===== src/rtl/prewitt_pkg.sv =====
// Shared definitions for the Prewitt edge pipeline: kernel mode encoding and
// the raster sequencer state type.
package prewitt_pkg;

  localparam logic [1:0] MODE_HOR  = 2'd0;
  localparam logic [1:0] MODE_VER  = 2'd1;
  localparam logic [1:0] MODE_BOTH = 2'd2;
  localparam logic [1:0] MODE_RSVD = 2'd3;

  typedef enum logic [1:0] {
    ST_IDLE,
    ST_FILL,
    ST_RUN,
    ST_FLUSH
  } ctrl_state_t;

  // The reserved code behaves exactly like the combined-magnitude mode.
  function automatic logic [1:0] norm_mode(input logic [1:0] m);
    return (m == MODE_RSVD) ? MODE_BOTH : m;
  endfunction

endpackage


===== src/rtl/prewitt_stream_ctrl_raster_counter.sv =====
// Row/column raster position counter with synchronous clear, advance enable
// and end-of-frame flag; wraps to (0,0) after the last pixel.
module raster_counter
  import prewitt_pkg::*;
#(
  parameter int ROWS  = 242,
  parameter int COLS  = 247,
  parameter int ROW_W = 8,
  parameter int COL_W = 8
) (
  input  logic             clk,
  input  logic             rst_n,
  input  logic             clr,
  input  logic             en,
  output logic [ROW_W-1:0] row,
  output logic [COL_W-1:0] col,
  output logic             last
);

  localparam logic [ROW_W-1:0] ROW_MAX = ROW_W'(ROWS - 1);
  localparam logic [COL_W-1:0] COL_MAX = COL_W'(COLS - 1);

  logic col_wrap;

  assign col_wrap = (col == COL_MAX);
  assign last     = col_wrap && (row == ROW_MAX);

  always_ff @(posedge clk or negedge rst_n) begin
    if (!rst_n) begin
      row <= '0;
      col <= '0;
    end else if (clr) begin
      row <= '0;
      col <= '0;
    end else if (en) begin
      if (col_wrap) begin
        col <= '0;
        row <= (row == ROW_MAX) ? '0 : row + 1'b1;
      end else begin
        col <= col + 1'b1;
      end
    end
  end

endmodule


===== src/rtl/prewitt_stream_ctrl.sv =====
// Raster-scan sequencer for the streaming Prewitt datapath: paces pixel input,
// addresses the line buffers and tags each result with row/col/border.
module prewitt_stream_ctrl
  import prewitt_pkg::*;
#(
  parameter int ROWS  = 242,
  parameter int COLS  = 247,
  parameter int ROW_W = 8,
  parameter int COL_W = 8
) (
  input  logic             clk,
  input  logic             rst_n,
  input  logic             start,
  input  logic [1:0]       mode_in,
  output logic [1:0]       cfg_mode,
  output logic             busy,
  output logic             done,
  input  logic             in_valid,
  output logic             in_ready,
  output logic             shift_en,
  output logic [COL_W-1:0] lb_addr,
  output logic             out_valid,
  input  logic             out_ready,
  output logic [ROW_W-1:0] out_row,
  output logic [COL_W-1:0] out_col,
  output logic             out_border
);

  localparam logic [ROW_W-1:0] ROW_MAX  = ROW_W'(ROWS - 1);
  localparam logic [COL_W-1:0] COL_MAX  = COL_W'(COLS - 1);
  localparam logic [ROW_W-1:0] FILL_ROW = ROW_W'(1);

  ctrl_state_t state, state_nxt;

  logic [1:0]       cfg_mode_nxt;
  logic             vld_p1, vld_nxt;
  logic             done_nxt;
  logic             cnt_clr;
  logic             out_hs;
  logic             on_edge;
  logic [ROW_W-1:0] in_row;
  logic [COL_W-1:0] in_col;
  logic             in_last;
  logic             out_last;

  // Input side: position of the pixel being offered.
  raster_counter #(
    .ROWS (ROWS),
    .COLS (COLS),
    .ROW_W(ROW_W),
    .COL_W(COL_W)
  ) u_in_cnt (
    .clk  (clk),
    .rst_n(rst_n),
    .clr  (cnt_clr),
    .en   (shift_en),
    .row  (in_row),
    .col  (in_col),
    .last (in_last)
  );

  // Output side: the counter itself is the result tag, so it is naturally
  // held while the downstream stalls and advances only on a handshake.
  raster_counter #(
    .ROWS (ROWS),
    .COLS (COLS),
    .ROW_W(ROW_W),
    .COL_W(COL_W)
  ) u_out_cnt (
    .clk  (clk),
    .rst_n(rst_n),
    .clr  (cnt_clr),
    .en   (out_hs),
    .row  (out_row),
    .col  (out_col),
    .last (out_last)
  );

  assign in_ready = (state == ST_FILL) ||
                    ((state == ST_RUN) && (!vld_p1 || out_ready));
  assign shift_en = in_valid && in_ready;
  assign out_hs   = vld_p1 && out_ready;
  assign lb_addr  = in_col;

  assign on_edge    = (out_row == '0) || (out_row == ROW_MAX) ||
                      (out_col == '0) || (out_col == COL_MAX);
  assign out_border = vld_p1 && on_edge;
  assign out_valid  = vld_p1;
  assign busy       = (state != ST_IDLE);

  always_ff @(posedge clk or negedge rst_n) begin
    if (!rst_n) begin
      state    <= ST_IDLE;
      cfg_mode <= MODE_HOR;
      vld_p1   <= 1'b0;
      done     <= 1'b0;
    end else begin
      state    <= state_nxt;
      cfg_mode <= cfg_mode_nxt;
      vld_p1   <= vld_nxt;
      done     <= done_nxt;
    end
  end

  always_comb begin
    state_nxt    = state;
    cfg_mode_nxt = cfg_mode;
    vld_nxt      = vld_p1;
    done_nxt     = 1'b0;
    cnt_clr      = 1'b0;
    unique case (state)
      ST_IDLE: begin
        if (start) begin
          cfg_mode_nxt = norm_mode(mode_in);
          cnt_clr      = 1'b1;
          state_nxt    = ST_FILL;
        end
      end
      // The window needs one full line plus one pixel before its centre
      // lands on (0,0); that pixel is the one at input position (1,0).
      ST_FILL: begin
        if (shift_en && (in_row == FILL_ROW) && (in_col == '0)) begin
          state_nxt = ST_RUN;
        end
      end
      ST_RUN: begin
        vld_nxt = shift_en || (vld_p1 && !out_ready);
        if (shift_en && in_last) begin
          state_nxt = ST_FLUSH;
        end
      end
      ST_FLUSH: begin
        if (out_hs && out_last) begin
          vld_nxt   = 1'b0;
          done_nxt  = 1'b1;
          state_nxt = ST_IDLE;
        end
      end
      default: state_nxt = ST_IDLE;
    endcase
  end

endmodule


===== config.mk =====
export PLATFORM = sky130hd
export DESIGN_NAME = prewitt_stream_ctrl
export DESIGN_NICKNAME = d
export VERILOG_FILES = /design/src/rtl/prewitt_pkg.sv /design/src/rtl/prewitt_stream_ctrl_raster_counter.sv /design/src/rtl/prewitt_stream_ctrl.sv
export SDC_FILE = /design/constraint.sdc
export NUM_CORES = 1
export LEC_CHECK = 0
export CORE_MARGIN = 2
export CORE_UTILIZATION = 35
export CTS_BUF_LIST = sky130_fd_sc_hd__clkbuf_4
export DETAILED_ROUTE_END_ITERATION = 10
export PLACE_DENSITY = 0.57
export SLEW_MARGIN = 20
export SYNTH_ARGS = -nofsm -noshare
export SYNTH_HDL_FRONTEND = slang
export SYNTH_SLANG_ARGS = --single-unit

===== constraint.sdc =====
create_clock -name clk -period 2.96 [get_ports clk]
set_input_delay 0.592 -clock clk [delete_from_list [all_inputs] [get_ports clk]]
set_output_delay 0.592 -clock clk [all_outputs]
set_load 0.01 [all_outputs]

==> flow_summary.toml <==
[yosys]
synth-edff-count = 0
synth_xor_area_share_pct = 5.42
synth-simple-area-share_pct = 25.1
synth_compound_area_share_pct = 14.0
synth_cell_type_count = 43
synth_top_family_by_area = "simple AND/OR/NAND/NOR gates"
synth_warnings = 0
syn_avg_cell_area_um2 = 9.09
synth-seq-cells = 38
synthMuxAreaShare_pct = 1.38
netlist_area_um2 = 2260
synth_fa_ha_area_share_pct = 8.85
async_reset_ff_share_pct = 100
postSynthCellCount = 249
synth_ff_type = "dfrtp_1"
synth_nets = 272
ys_seq_area_share_pct = 42.0

[layout]
nNetsFinal = 318
fillCellCount = 664
mostFrequentLayoutCell = "dfrtp_1"
design_area_um2 = 2860
syn_to_final_growth_pct = 26.2
multiInputGateArea_um2 = 1250
layout-drive-gt1-share_pct = 8.78
ff_latch_area_um2 = 951
stdcell_count = 373
n_antenna_cell = 0
mostFrequentLayoutCells = "dfrtp_1 (38), clkdlybuf4s50_1 (36), nand2_1 (28)"

[critical_path]
critPathArrivalTime_ns = 2.23
cpMaxStageDelayCell = "clkdlybuf4s50_1"
path_cells = "inv_1 -> ha_1 -> o21ai_0 -> or2_2 -> inv_1 -> clkdlybuf4s50_1"
critPathBufInv = 3
start_kind = "flop"
cp_max_fo = 4
critical_path.top_delay_family = "buffers and inverters"
crit_path_end_kind = "output pin"
critPathKind = "flop to output pin"
cpMostUsedCell = "inv_1"
slowest_delay_ns = 0.54
cp.required_ns = 2.37

[detailed_routing]
viasPerCell = 5.23
drt_wl_total_mm = 5.30
dr.first_iter.drc_count = 79
vias = 1949
drtAntennaViolNets = 0
drtPass1Iterations = 4
post-route-drc-count = 0
wl_per_cell_um = 14.2

[power_and_ir_drop]
power.share.clock_pct = 17.2
seqPwrFrac_pct = 37.0
p_int_mw = 1.29
switching_power_uw = 851
p_sw_share_pct = 39.8
pwr-share-comb_pct = 45.8
power_density_nw_per_um2 = 749
cellLeakagePower_nw = 1.28
ir_worst_vdd_mv = 0.335

[floorplanning]
fp.dieW_um = 84.4
fp-row-count = 29
core_um2 = 6310
io-pin-count = 39
initial_utilization_pct = 35.8
die_y_um = 84.4
dieArea_um2 = 7120

[clocking]
clock-sinks = 38
htree_levels = 2
cts_made_buffers = 5
tritoncts = "built"
clkTransAtPathRegs_ns = 0.13
clock-root-buffer = "clkbuf_4"
clk_path_buf_depth = 2
clock_latency_ns = 0.35

[sta]
rsz0062_at_grt = "yes"
min_period_ns = 2.82
relSlewSlack_pct = 39.7
fin_worst_skew_ns = 0.0151
tns_ns = 0
tightest_slew_ns = 0.905
setup_ws_ns = 0.139
post-route-period-util_pct = 95.3
worst_hold_slack_ns = 0.345
hold_violations = 0
maxSlewViolCount = 0
max_freq_mhz = 354
setup_viol = 0

[placed_design]
placed_area_um2 = 2750
post-dp-hpwl_mm = 3.82
dp.cells = 364
gp_congestion = 0.756
io_buffers = 38
dp_slack_ns = 0.101

[global_route]
grt_pass1_vias = 1980
overflow = 0
grt_max_degree = 39
grt_pass1_wl_mm = 9.29
antenna_found_initial = 0
grt_use_total_pct = 15.8

[run]
drv_cap = 0

[status]
status = "complete, no violations"

[worst_hold_path]
hold_class = "input port to async pin"
==> worst paths after layout <==
path                                  from                to  slack, ns  cells after the start
setup / recovery                  state[1]          shift_en       0.14                      6
hold / removal                       rst_n   u_in_cnt.row[0]       0.34                      1
setup reg to reg           u_in_cnt.col[0]          state[1]       0.47                      7
hold reg to reg                cfg_mode[0]       cfg_mode[0]       0.49                      2
max in group asynchronous            rst_n  u_out_cnt.row[0]       2.04                      1
min in group clk               cfg_mode[0]       cfg_mode[0]       0.49                      2
==> stage by stage <==
| step | power (mW) | utilization [%] |
|---|---|---|
| global placement | 1.76 | 43.6 |
| detailed placement | 1.79 | 43.6 |
| finish | 2.14 | 45.2 |
| CTS | 2.17 | 44.9 |
| floorplan | 1.36 | - |
| global route | 2.33 | 45.2 |
==> worst register-to-register path, stage by stage, from the launching register on <==
cell	delay (ns)
dfrtp_1	0.44
inv_1	0.15
ha_1	0.17
or4bb_1	0.50
o41ai_2	0.34
o21ai_1	0.16
a211oi_2	0.27
mux2_2	0.36
==> area by class of cell <==
class                           instances  area share [%]
Multi-Input combinational cell        192            43.8
Clock buffer                            5            1.31
Sequential cell                        38            33.3
Timing Repair Buffer                   44            14.8
Tap cell                               77            3.37
Clock inverter                          3            1.58
Inverter                               14            1.84
==> registers in the layout (all words and copies together), names as in the netlist <==
register / count
state: 2
u_in_cnt.row: 8
out_valid: 1
done: 1
u_in_cnt.col: 8
u_out_cnt.col: 8
u_out_cnt.row: 8
cfg_mode: 2
==> what timing repair did <==
| action | in CTS | in global routing |
|---|---|---|
| buffers inserted | 0 | 1 |
| hold buffers | 0 | 0 |
| hold endpoints to repair | 0 | 0 |
| endpoints found under the setup margin | 0 | 2 |
| gates resized for setup | 0 | 5 |
==> cells by family after synthesis <==
| group | after synthesis |
|---|---|
| adder cells (fa/ha/maj) | 16 |
| buffers and inverters | 19 |
| XOR/XNOR | 14 |
| AO/OA/AOI/OAI | 49 |
| flip-flops | 38 |
| AND/OR/NAND/NOR | 110 |
| multiplexers | 3 |
==> power by group through the flow <==
stage	logic (mW)	registers (mW)	clock network, mW
2_1_floorplan	0.558	0.799	0
3_3_place_gp	0.967	0.798	0
3_5_place_dp	0.987	0.800	0
4_1_cts	0.992	0.792	0.384
5_1_grt	1.10	0.815	0.410
6_report	0.980	0.792	0.367
==> routing by layer <==
metal / global-route usage (%) / routed length, µm / up-vias / part of all wire, %
li1: - / - / 973 / -
met2: 26.0 / 2540 / 41 / 48
met3: 3.64 / 226 / 3 / 4.3
met5: 0 / 0 / - / 0
met1: 21.0 / 2520 / 932 / 47
met4: 4.47 / 21 / 0 / 0.40
==> synth_stat cells (all sizes together), types with 3 or more instances <==
library cell | instances | area (µm²)
o31ai | 4 | 30.0
xor2 | 14 | 123
or4 | 3 | 22.5
nor3 | 5 | 25.0
clkbuf | 3 | 11.3
a21oi | 4 | 20.0
and3 | 6 | 37.5
ha | 16 | 200
nand2b | 4 | 25.0
nor2 | 26 | 97.6
o21ai | 26 | 130
nand2 | 28 | 105
nand4 | 10 | 62.6
dfrtp | 38 | 951
nand3 | 10 | 50.1
inv | 14 | 52.6
nor2b | 3 | 18.8
Note: power is estimated with default switching activity, not from simulation.
